===== src/rtl/pid_uart_cmd_if.sv =====
// Byte-level handshake between the UART block and the command responder.
// rx side: the receiver presents a byte and raises rx_rdy.
// tx side: the responder strobes tx_send/tx_byte while the transmitter reports tx_rdy.
interface pid_uart_cmd_if;
  logic       rx_rdy;
  logic [7:0] rx_byte;
  logic       tx_rdy;
  logic       tx_send;
  logic [7:0] tx_byte;

  // UART side: drives received bytes and transmitter status
  modport master (output rx_rdy, rx_byte, tx_rdy, input tx_send, tx_byte);
  // Command responder side
  modport slave  (input rx_rdy, rx_byte, tx_rdy, output tx_send, tx_byte);
endinterface


===== src/rtl/pid_uart_cmd.sv =====
// Framed command parser: writes/reads PID tuning registers and returns framed replies over UART.
// Latency: a byte is taken the cycle after the rx_rdy rise; the reply starts the cycle after EXEC.
// Backpressure: one reply byte per tx_rdy idle->busy->idle cycle; new rx bytes are dropped until the reply is handed off.
module pid_uart_cmd #(
  parameter int         TIMEOUT_CYC = 100_000,
  parameter logic [7:0] SYNC_BYTE   = 8'hA5,
  parameter logic [7:0] ACK_BYTE    = 8'h06,
  parameter logic [7:0] NAK_BYTE    = 8'h15
) (
  input  logic                 clk_in,
  input  logic                 reset,
  pid_uart_cmd_if.slave        uart,
  input  logic [15:0]          meas,
  output logic [15:0]          kp,
  output logic [15:0]          ki,
  output logic [15:0]          kd,
  output logic [15:0]          setpoint,
  output logic                 cfg_update,
  output logic [7:0]           err_count
);

  localparam int TW = $clog2(TIMEOUT_CYC + 1);

  typedef enum logic [2:0] {P_IDLE, P_A, P_H, P_L, P_C, P_EXEC, P_WAIT} p_state_t;
  typedef enum logic [1:0] {T_IDLE, T_SEND, T_BUSY, T_DONE} t_state_t;

  p_state_t      p_state, p_next;
  t_state_t      t_state, t_next;

  logic          rx_rdy_q;
  logic          byte_vld;
  logic [7:0]    byte_dat;
  logic [7:0]    addr_q, dhi_q, dlo_q, chk_q;
  logic [TW-1:0] tmo_cnt;
  logic          tmo_hit;

  logic [7:0]    rep [5];
  logic [2:0]    rep_len, rep_idx;
  logic          tx_active;
  logic          load_en;
  logic [2:0]    load_sel;

  logic          in_exec, is_rd, addr_ok, chk_ok, exec_ok;
  logic [15:0]   rd_val;

  // Edge-detect rx_rdy and latch the byte so it is consumed on the following cycle
  always_ff @(posedge clk_in or posedge reset) begin
    if (reset) begin
      rx_rdy_q <= 1'b0;
      byte_vld <= 1'b0;
      byte_dat <= 8'h00;
    end else begin
      rx_rdy_q <= uart.rx_rdy;
      byte_vld <= uart.rx_rdy & ~rx_rdy_q;
      if (uart.rx_rdy & ~rx_rdy_q)
        byte_dat <= uart.rx_byte;
    end
  end

  assign tmo_hit   = (tmo_cnt == TW'(TIMEOUT_CYC));
  assign tx_active = (rep_idx != rep_len) || (t_state != T_IDLE);

  // Decode the captured frame; only meaningful while in EXEC
  assign in_exec    = (p_state == P_EXEC);
  assign is_rd      = addr_q[7];
  assign chk_ok     = (chk_q == (addr_q ^ dhi_q ^ dlo_q));
  assign addr_ok    = (addr_q[6:3] == 4'd0) && (addr_q[2:0] <= 3'd4) &&
                      (is_rd || (addr_q[2:0] != 3'd4));
  assign exec_ok    = chk_ok && addr_ok;
  assign cfg_update = in_exec && exec_ok && !is_rd;

  // Read-back mux, sampled in EXEC
  always_comb begin
    rd_val = 16'h0000;
    case (addr_q[2:0])
      3'd0:    rd_val = kp;
      3'd1:    rd_val = ki;
      3'd2:    rd_val = kd;
      3'd3:    rd_val = setpoint;
      3'd4:    rd_val = meas;
      default: rd_val = 16'h0000;
    endcase
  end

  // Parser state register
  always_ff @(posedge clk_in or posedge reset) begin
    if (reset) p_state <= P_IDLE;
    else       p_state <= p_next;
  end

  // Parser next state: hunt for SYNC, collect four bytes, execute, hold until reply is out
  always_comb begin
    p_next = p_state;
    case (p_state)
      P_IDLE: if (byte_vld && byte_dat == SYNC_BYTE) p_next = P_A;
      P_A:    if (byte_vld) p_next = P_H; else if (tmo_hit) p_next = P_IDLE;
      P_H:    if (byte_vld) p_next = P_L; else if (tmo_hit) p_next = P_IDLE;
      P_L:    if (byte_vld) p_next = P_C; else if (tmo_hit) p_next = P_IDLE;
      P_C:    if (byte_vld) p_next = P_EXEC; else if (tmo_hit) p_next = P_IDLE;
      P_EXEC: p_next = P_WAIT;
      P_WAIT: if (!tx_active) p_next = P_IDLE;
      default: p_next = P_IDLE;
    endcase
  end

  // Frame fields, inter-byte timeout, register file, error counter and reply buffer
  always_ff @(posedge clk_in or posedge reset) begin
    if (reset) begin
      addr_q    <= 8'h00;
      dhi_q     <= 8'h00;
      dlo_q     <= 8'h00;
      chk_q     <= 8'h00;
      tmo_cnt   <= '0;
      kp        <= 16'h0000;
      ki        <= 16'h0000;
      kd        <= 16'h0000;
      setpoint  <= 16'h0000;
      err_count <= 8'h00;
      rep_len   <= 3'd0;
      rep_idx   <= 3'd0;
      for (int i = 0; i < 5; i++) rep[i] <= 8'h00;
    end else begin
      if (byte_vld) begin
        case (p_state)
          P_A:     addr_q <= byte_dat;
          P_H:     dhi_q  <= byte_dat;
          P_L:     dlo_q  <= byte_dat;
          P_C:     chk_q  <= byte_dat;
          default: ;
        endcase
      end

      if (byte_vld || p_state == P_IDLE || p_state == P_EXEC || p_state == P_WAIT)
        tmo_cnt <= '0;
      else if (!tmo_hit)
        tmo_cnt <= tmo_cnt + 1'b1;

      if (in_exec) begin
        rep_idx <= 3'd0;
        if (!exec_ok) begin
          rep[0]  <= NAK_BYTE;
          rep_len <= 3'd1;
          if (err_count != 8'hFF) err_count <= err_count + 8'd1;
        end else if (is_rd) begin
          rep[0]  <= SYNC_BYTE;
          rep[1]  <= addr_q;
          rep[2]  <= rd_val[15:8];
          rep[3]  <= rd_val[7:0];
          rep[4]  <= addr_q ^ rd_val[15:8] ^ rd_val[7:0];
          rep_len <= 3'd5;
        end else begin
          case (addr_q[2:0])
            3'd0:    kp       <= {dhi_q, dlo_q};
            3'd1:    ki       <= {dhi_q, dlo_q};
            3'd2:    kd       <= {dhi_q, dlo_q};
            3'd3:    setpoint <= {dhi_q, dlo_q};
            default: ;
          endcase
          rep[0]  <= ACK_BYTE;
          rep[1]  <= addr_q;
          rep_len <= 3'd2;
        end
      end else if (t_state == T_DONE && uart.tx_rdy) begin
        rep_idx <= rep_idx + 3'd1;
      end
    end
  end

  // TX state register and the byte presented to the transmitter
  always_ff @(posedge clk_in or posedge reset) begin
    if (reset) begin
      t_state      <= T_IDLE;
      uart.tx_byte <= 8'h00;
    end else begin
      t_state <= t_next;
      if (load_en) uart.tx_byte <= rep[load_sel];
    end
  end

  // TX next state: strobe only into an idle transmitter, then track its busy/idle cycle
  always_comb begin
    t_next   = t_state;
    load_en  = 1'b0;
    load_sel = rep_idx;
    case (t_state)
      T_IDLE: if (rep_idx != rep_len && uart.tx_rdy) begin
        t_next  = T_SEND;
        load_en = 1'b1;
      end
      T_SEND: t_next = T_BUSY;
      T_BUSY: if (!uart.tx_rdy) t_next = T_DONE;
      T_DONE: if (uart.tx_rdy) begin
        if (rep_idx + 3'd1 != rep_len) begin
          t_next   = T_SEND;
          load_en  = 1'b1;
          load_sel = rep_idx + 3'd1;
        end else begin
          t_next = T_IDLE;
        end
      end
      default: t_next = T_IDLE;
    endcase
  end

  assign uart.tx_send = (t_state == T_SEND);

endmodule


===== src/flat_wrapper.sv =====
// flat-port wrapper written by rule: the top's interface ports become plain ports
module pid_uart_cmd_flat 
#(
  parameter int         TIMEOUT_CYC = 100_000,
  parameter logic [7:0] SYNC_BYTE   = 8'hA5,
  parameter logic [7:0] ACK_BYTE    = 8'h06,
  parameter logic [7:0] NAK_BYTE    = 8'h15
)
  (clk_in, reset, meas, kp, ki, kd, setpoint, cfg_update, err_count, uart_rx_rdy, uart_rx_byte, uart_tx_rdy, uart_tx_send, uart_tx_byte);
  pid_uart_cmd_if uart_i ();
  input  logic clk_in;
  input  logic reset;
  input  logic [15:0] meas;
  output logic [15:0] kp;
  output logic [15:0] ki;
  output logic [15:0] kd;
  output logic [15:0] setpoint;
  output logic cfg_update;
  output logic [7:0] err_count;
  input wire logic [$bits(uart_i.rx_rdy)-1:0] uart_rx_rdy;
  input wire logic [$bits(uart_i.rx_byte)-1:0] uart_rx_byte;
  input wire logic [$bits(uart_i.tx_rdy)-1:0] uart_tx_rdy;
  output wire logic [$bits(uart_i.tx_send)-1:0] uart_tx_send;
  output wire logic [$bits(uart_i.tx_byte)-1:0] uart_tx_byte;
  assign uart_i.rx_rdy = uart_rx_rdy;
  assign uart_i.rx_byte = uart_rx_byte;
  assign uart_i.tx_rdy = uart_tx_rdy;
  assign uart_tx_send = uart_i.tx_send;
  assign uart_tx_byte = uart_i.tx_byte;
  pid_uart_cmd #(.TIMEOUT_CYC(TIMEOUT_CYC), .SYNC_BYTE(SYNC_BYTE), .ACK_BYTE(ACK_BYTE), .NAK_BYTE(NAK_BYTE)) u_core (.clk_in(clk_in), .reset(reset), .uart(uart_i), .meas(meas), .kp(kp), .ki(ki), .kd(kd), .setpoint(setpoint), .cfg_update(cfg_update), .err_count(err_count));
endmodule

===== config.mk =====
export PLATFORM = sky130hd
export DESIGN_NAME = pid_uart_cmd_flat
export DESIGN_NICKNAME = d
export VERILOG_FILES = /design/src/rtl/pid_uart_cmd_if.sv /design/src/rtl/pid_uart_cmd.sv /design/src/flat_wrapper.sv
export SDC_FILE = /design/constraint.sdc
export NUM_CORES = 1
export LEC_CHECK = 0
export CORE_ASPECT_RATIO = 1.5
export CORE_MARGIN = 2
export CORE_UTILIZATION = 60
export CTS_CLUSTER_DIAMETER = 60
export DETAILED_ROUTE_END_ITERATION = 10
export PLACE_DENSITY = 0.85
export SYNTH_ARGS = -nofsm -noshare
export SYNTH_HDL_FRONTEND = slang
export SYNTH_SLANG_ARGS = --single-unit
export TNS_END_PERCENT = 30

===== constraint.sdc =====
create_clock -name clk_in -period 13.5 [get_ports clk_in]
set_clock_uncertainty 0.05 [all_clocks]
set_input_delay 3.375 -clock clk_in [delete_from_list [all_inputs] [get_ports clk_in]]
set_output_delay 3.375 -clock clk_in [all_outputs]
set_load 0.02 [all_outputs]

==> impl_metrics.ini <==
[cts]
clock_sinks = 184
cts_tree = yes
cts_hold_buf = 0
clk_latency_ps = 430
htreeDepth = 4
post_cts_buffers = 0
cts_buffers = 17
cts_buffer_depth = 2
clk_pin_slew_ps = 70
root_buffer = clkbuf_16
cts-resized-gates = 0

[grt]
antenna_found_initial = 0
gr-usage-all-layers = 0.298
overflow = 0
grt_max_degree = 104
grt_pass1_vias = 6960
busiest_layer = met2
grtUsageMet2 = 0.528
grt_use_met3 = 0.0560
grt.met1_usage = 0.346
grt_pass1_wl_microns = 37200

[floorplanning]
rows = 54
dieArea_sq_um = 15900
dieHeight_microns = 154
core_sq_um = 14600
die-width_microns = 104
start_util = 0.613
io_pins = 110

[place]
place_area_sq_um = 10200
hpwl_microns = 15800
place_inst = 1022
portBuffers = 109
routabilityCongestion = 0.877

[layout]
layout.nets = 882
final_cells = 1054
fin_area_sq_um = 10800
insertedDiodeCount = 0
drive_gt1_frac = 0.211
syn2layout_area_growth_pct = 20.3

[setup_path]
start_kind = flop
critPathKind = flop to output pin
cp.required_ps = 10070
crit_fanout = 19
regToRegStartpoint = u_core.addr_q[2]
crit_start = u_core.addr_q[2]
endpoint_kind = output pin
cp.arrival_ps = 4260
rr_worst_depth = 6

[synth]
synth.most_common_cell = dfrtp_1
synthTopCellsByArea = dfrtp_1 (51%), mux2_2 (16%), xor2_1 (3.5%)
synth-seq-area-share = 0.514
synth.top_cells.by_count = dfrtp_1 (184), mux2_2 (124), nand2_1 (57)
syn_area_per_cell_sq_um = 12.1
netlist_area_sq_um = 8950
syn_nets = 779
ys_seq_elements = 184
synth_cells = 742
synth.largest_area_cell = dfrtp_1
yosysWarningCount = 0
synthArstFlopShare = 1.00
synth-edff-count = 0
synthFlopType = dfrtp_1
synthDistinctLibCells = 57
synth_top_area_frac = 0.514

[sta]
max_slew_margin = 0.180
period_share = 0.569
hold_viol = 0
rsz0062_at_grt = false
setup_viol = 0
fin_hold_ws_ps = 441
fin_crit_ps = 7690
slew_violations = 0
worst_pin_slew_ps = 1220
tns_ps = 0
clock.fmax_ghz = 0.130

[power_and_ir_drop]
ir_worst_vdd_mv = 0.106
power.switching_mw = 0.634
swShare = 0.363
p_int_mw = 1.12
clkPwrFrac = 0.287
powerDensity_nw_per_um2 = 162
p_comb_frac = 0.314
leakagePower_nw = 4.74
power_mw = 1.75
power_frac_seq = 0.399

[min_path]
min_path_type = flop to flop
min_path_cells = 2
worstHoldStart = u_core.uart.tx_byte[6]

[detailed_routing]
drc = 0
vias = 6436
dr.pass1.iters = 5
drt-initial-drc-count = 507
viasPerCell = 6.11
wl_per_cell_microns = 21.5
ant_nets = 0
wl_microns = 22600

[job]
drv_cap = 0

[run_status]
outcome = complete, no violations
-- final timing paths --
path | slack (ps) | end
hold reg to reg | 440 | u_core.uart.tx_byte[6]
min in group asynchronous | 3460 | u_core.tmo_cnt[9]
hold / removal | 440 | u_core.uart.tx_byte[6]
max in group asynchronous | 8420 | u_core.kd[6]
setup reg to reg | 9040 | u_core.kp[2]
setup / recovery | 5810 | cfg_update
-- power by group through the flow --
stage / Sequential, mW / Combinational, mW / Clock, mW
3_5_place_dp: 0.705 / 0.536 / 0
2_1_floorplan: 0.663 / 0.416 / 0
6_report: 0.698 / 0.549 / 0.502
3_3_place_gp: 0.697 / 0.519 / 0
5_1_grt: 0.707 / 0.591 / 0.532
4_1_cts: 0.695 / 0.543 / 0.506
-- kinds of logic (layout without fill, tap and decap cells) --
logic type      Yosys count  count (layout)  synth area share
simple gates            190             190             0.113
fa+ha+maj                 9               9            0.0126
compound gates           98              98            0.0747
xor+xnor                 62              62            0.0622
mux                     158             158             0.200
buf+inv                  41             157            0.0231
flops                   184             184             0.514
-- area by class of cell --
cell class,count,area [sq um]
Clock buffer,20,457
Sequential cell,184,4600
Tap cell,196,245
Timing Repair Buffer,117,1150
Clock inverter,12,139
Multi-Input combinational cell,517,4140
Inverter,8,35.0
Fill cell,977,3820
-- metal layers --
layer / vias up / share of wire
met5: - / 0
met4: 0 / 0.041
met3: 67 / 0.052
met2: 258 / 0.53
met1: 3246 / 0.38
li1: 2865 / -
-- stage by stage --
stage,worst slack [ps],util
after CTS,5890,0.738
after global placement,6380,0.697
after floorplan,5070,-
after global routing,5730,0.738
after detailed placement,6330,0.697
final,5810,0.738
-- critical path, cell delays in order (launching register included) --
cell             delay, ps
dfrtp_1                690
nor3b_2                890
nand2_1                120
mux2_4                 290
or4_1                  920
nor2_1                 280
clkdlybuf4s50_1        640
-- registers in the layout, indices dropped and copies added (netlist names) --
signal / cells
u_core.rep_idx: 3
u_core.rx_rdy_q: 1
u_core.tmo_cnt: 17
u_core.ki: 16
u_core.byte_dat: 8
u_core.rep: 35
u_core.addr_q: 8
u_core.dlo_q: 8
u_core.dhi_q: 8
u_core.err_count: 8
u_core.byte_vld: 1
u_core.uart.tx_byte: 8
u_core.t_state: 2
u_core.p_state: 3
u_core.rep_len: 2
u_core.setpoint: 16
u_core.kp: 16
u_core.kd: 16
u_core.chk_q: 8
-- cell usage in the layout (no fill, tap or decap), types with 17 or more instances in the layout --
master	count
mux2i_1	23
dfrtp_1	184
xnor2_1	25
xor2_1	36
mux2_2	124
clkbuf_16	17
nor2_1	42
clkdlybuf4s50_1	109
o21ai_0	30
nand2_1	57
(Power assumes the default switching activity.)
==> edit: new RTL, config.mk and constraints unchanged <==
`TIMEOUT_CYC` is set to 100_000 in 2 places; all go to 25_000.
--- a/src/rtl/pid_uart_cmd.sv
+++ b/src/rtl/pid_uart_cmd.sv
@@ -3,5 +3,5 @@
 // Backpressure: one reply byte per tx_rdy idle->busy->idle cycle; new rx bytes are dropped until the reply is handed off.
 module pid_uart_cmd #(
-  parameter int         TIMEOUT_CYC = 100_000,
+  parameter int         TIMEOUT_CYC = 25_000,
   parameter logic [7:0] SYNC_BYTE   = 8'hA5,
   parameter logic [7:0] ACK_BYTE    = 8'h06,
--- a/src/flat_wrapper.sv
+++ b/src/flat_wrapper.sv
@@ -2,5 +2,5 @@
 module pid_uart_cmd_flat 
 #(
-  parameter int         TIMEOUT_CYC = 100_000,
+  parameter int         TIMEOUT_CYC = 25_000,
   parameter logic [7:0] SYNC_BYTE   = 8'hA5,
   parameter logic [7:0] ACK_BYTE    = 8'h06,
Check against the original RTL: no difference found for any inputs over 10 cycles, from zero or initial values and one cycle with reset high; that may be too few to reach the edited logic, so the function may still have changed.
==> edit against the unedited design <==
- power rose by 12%
- synthesized area fell by 0.91%
- final area rose by 0.19%
- non-clock buffer count rose by 1
- via count rose by 2.7%
- global-route usage rose by 2.3 points
- sequential cell count fell by 2
- wire length rose by 6.9%
- worst setup slack improved by 0.34 ns
- largest power group unchanged
==> edit: results (changes against the unedited design) <==
| Metric | Value |
|---|---|
| Switching power | 706 µW (+11%) |
| Hold Crit Class | flop to flop |
| WP data arrival | 3.92 ns (-0.34 ns) |
| Dpl ws | 6.66 ns (+0.330 ns) |
| First-pass GRT wire length | 38,000 µm (+2.2%) |
| Register name with the most flops | u_core.rep |
| 1st-pass router iterations | 5 (unchanged) |
| Routed vias | 6,609 (+2.7%) |
| H-tree depth | 4 (unchanged) |
| I/O Buffers | 109 (unchanged) |
| Post-synth net total | 755 (-3.1%) |
| WL final | 24,200 µm (+6.9%) |
| HPWL after DPL | 16,400 µm (+3.7%) |
| Distinct cell type count after synthesis | 64 (+12%) |
| CTS root buf | clkbuf_16 |
| Crit-path max FO | 21 (+2) |
| Max IR drop VDD | 0.106 mV (+0.73%) |
| Reg-to-Reg Start | u_core.addr_q[1]$_DFFE_PP0P_ |
| DRT iter0 DRCs | 538 (+6.1%) |
| Initial antenna violation count | 0 (unchanged) |
| Yosys warns | 0 (unchanged) |
| Max reg flops | 35 (unchanged) |
| Dpl cell area | 10,100 µm² (-0.58%) |
| Post-synth top cells | dfrtp_1 (182), mux2_2 (136), xnor2_1 (42) |
| Critical hold path startpoint | u_core.uart.tx_byte[2]$_DFFE_PP0P_ |
| Ranking of synthesized cells by area | dfrtp_1 (51%), mux2_2 (17%), xnor2_1 (4.1%) |
| Setup CP Type | flop to output pin |
| CTS resizes | 0 (unchanged) |
| Largest net degree at the start of global routing | 88 (-15%) |
| Layout cell share with drive strength beyond 1 | 23.2% (+2.1 points) |
| GP Congestion | 0.945 (+7.8%) |
| Register area share after synthesis | 51.4% (-0.093 points) |
| Post-CTS setup buffer count | 0 (unchanged) |
| Hold Violations, Final | 0 (unchanged) |
| Max-slew headroom | 27.8% (+9.8 points) |
| CTS Buf Count | 17 (unchanged) |
| Gr usage total | 32.0% (+2.3 points) |
| Vias in the first global route | 7,002 (+0.60%) |
| Clock Latency Late Sink | 0.43 ns (about the same) |
| Static Leak | 0.00470 µW (-0.93%) |
| Final net count | 860 (-2.5%) |
| Status | finished, final reports clean |
| Async set-reset flop share out of synthesis | 100% (unchanged) |
## edit: cell count changes after synthesis, moves of 9 or more
cell | before | now
nand2_1 | 57 | 26
xnor2_1 | 25 | 42
xor2_1 | 36 | 20
mux2_2 | 124 | 136
o21ai_0 | 30 | 18
mux2_4 | 11 | 1
buf_2 | 6 | 15
## edit: power by group through the flow
stage / Combinational, µW / Clock [µW] / Sequential, µW
global placement: 604 / 0 / 742
CTS: 639 / 569 / 745
finish: 645 / 568 / 751
detailed placement: 628 / 0 / 754
floorplan: 484 / 0 / 709
global route: 694 / 595 / 762
## edit: routing by layer
layer | global-route usage [%] | up-vias | part of all wire, %
met5 | 0 | - | 0
met4 | 13.0 | 0 | 4.2
met3 | 6.04 | 85 | 6.0
met2 | 55.5 | 316 | 54
met1 | 38.6 | 3402 | 36
li1 | - | 2806 | -
## edit: cell families (layout without fill, tap and decap cells)
| kind of cell | count (synthesis) | count (layout) | synth area share (%) |
|---|---|---|---|
| AO/OA/AOI/OAI | 98 | 98 | 8.28 |
| flip-flops | 182 | 182 | 51.4 |
| XOR/XNOR | 63 | 63 | 6.41 |
| adder cells (fa/ha/maj) | 9 | 9 | 1.27 |
| AND/OR/NAND/NOR | 160 | 160 | 10.0 |
| buffers and inverters | 47 | 165 | 2.45 |
| multiplexers | 159 | 159 | 20.2 |
## edit: per-stage QoR
step / cells / hold slack [ns]
4_1_cts: 1032 / 0.444
3_3_place_gp: 1000 / 0.423
3_5_place_dp: 1000 / 0.423
6_report: 1032 / 0.445
5_1_grt: 1032 / 0.454
2_1_floorplan: 718 / 0.403
## edit: worst max-delay path: stages (launching register included)
cell,delay (ns)
dfrtp_1,0.48
buf_4,0.40
xnor2_1,0.21
xnor2_1,0.15
nand2_1,0.12
nor4_4,0.77
nand2_1,0.46
nor2_1,0.26
clkdlybuf4s50_1,0.63
## edit: cell type report
type                    count  area, µm²
clock inverters            14        245
fillers                   938       3740
flip-flops and latches    182       4550
clock buffers              18        429
well taps                 196        245
multi-input cells         489       4100
repair buffers            118       1160
inverters                  15       61.3
## edit: path summary, 6_finish.rpt
| check | cells past startpoint | end | slack [ns] |
|---|---|---|---|
| max | 8 | cfg_update | 6.15 |
| min | 1 | u_core.uart.tx_byte[2]$_DFFE_PP0P_ | 0.45 |
| max reg2reg | 7 | u_core.kd[7]$_DFFE_PP0P_ | 9.79 |
| min reg2reg | 1 | u_core.uart.tx_byte[2]$_DFFE_PP0P_ | 0.45 |
| max in group asynchronous | 3 | u_core.err_count[0]$_DFFE_PP0P_ | 8.78 |
| min in group asynchronous | 2 | u_core.uart.tx_byte[7]$_DFFE_PP0P_ | 3.39 |
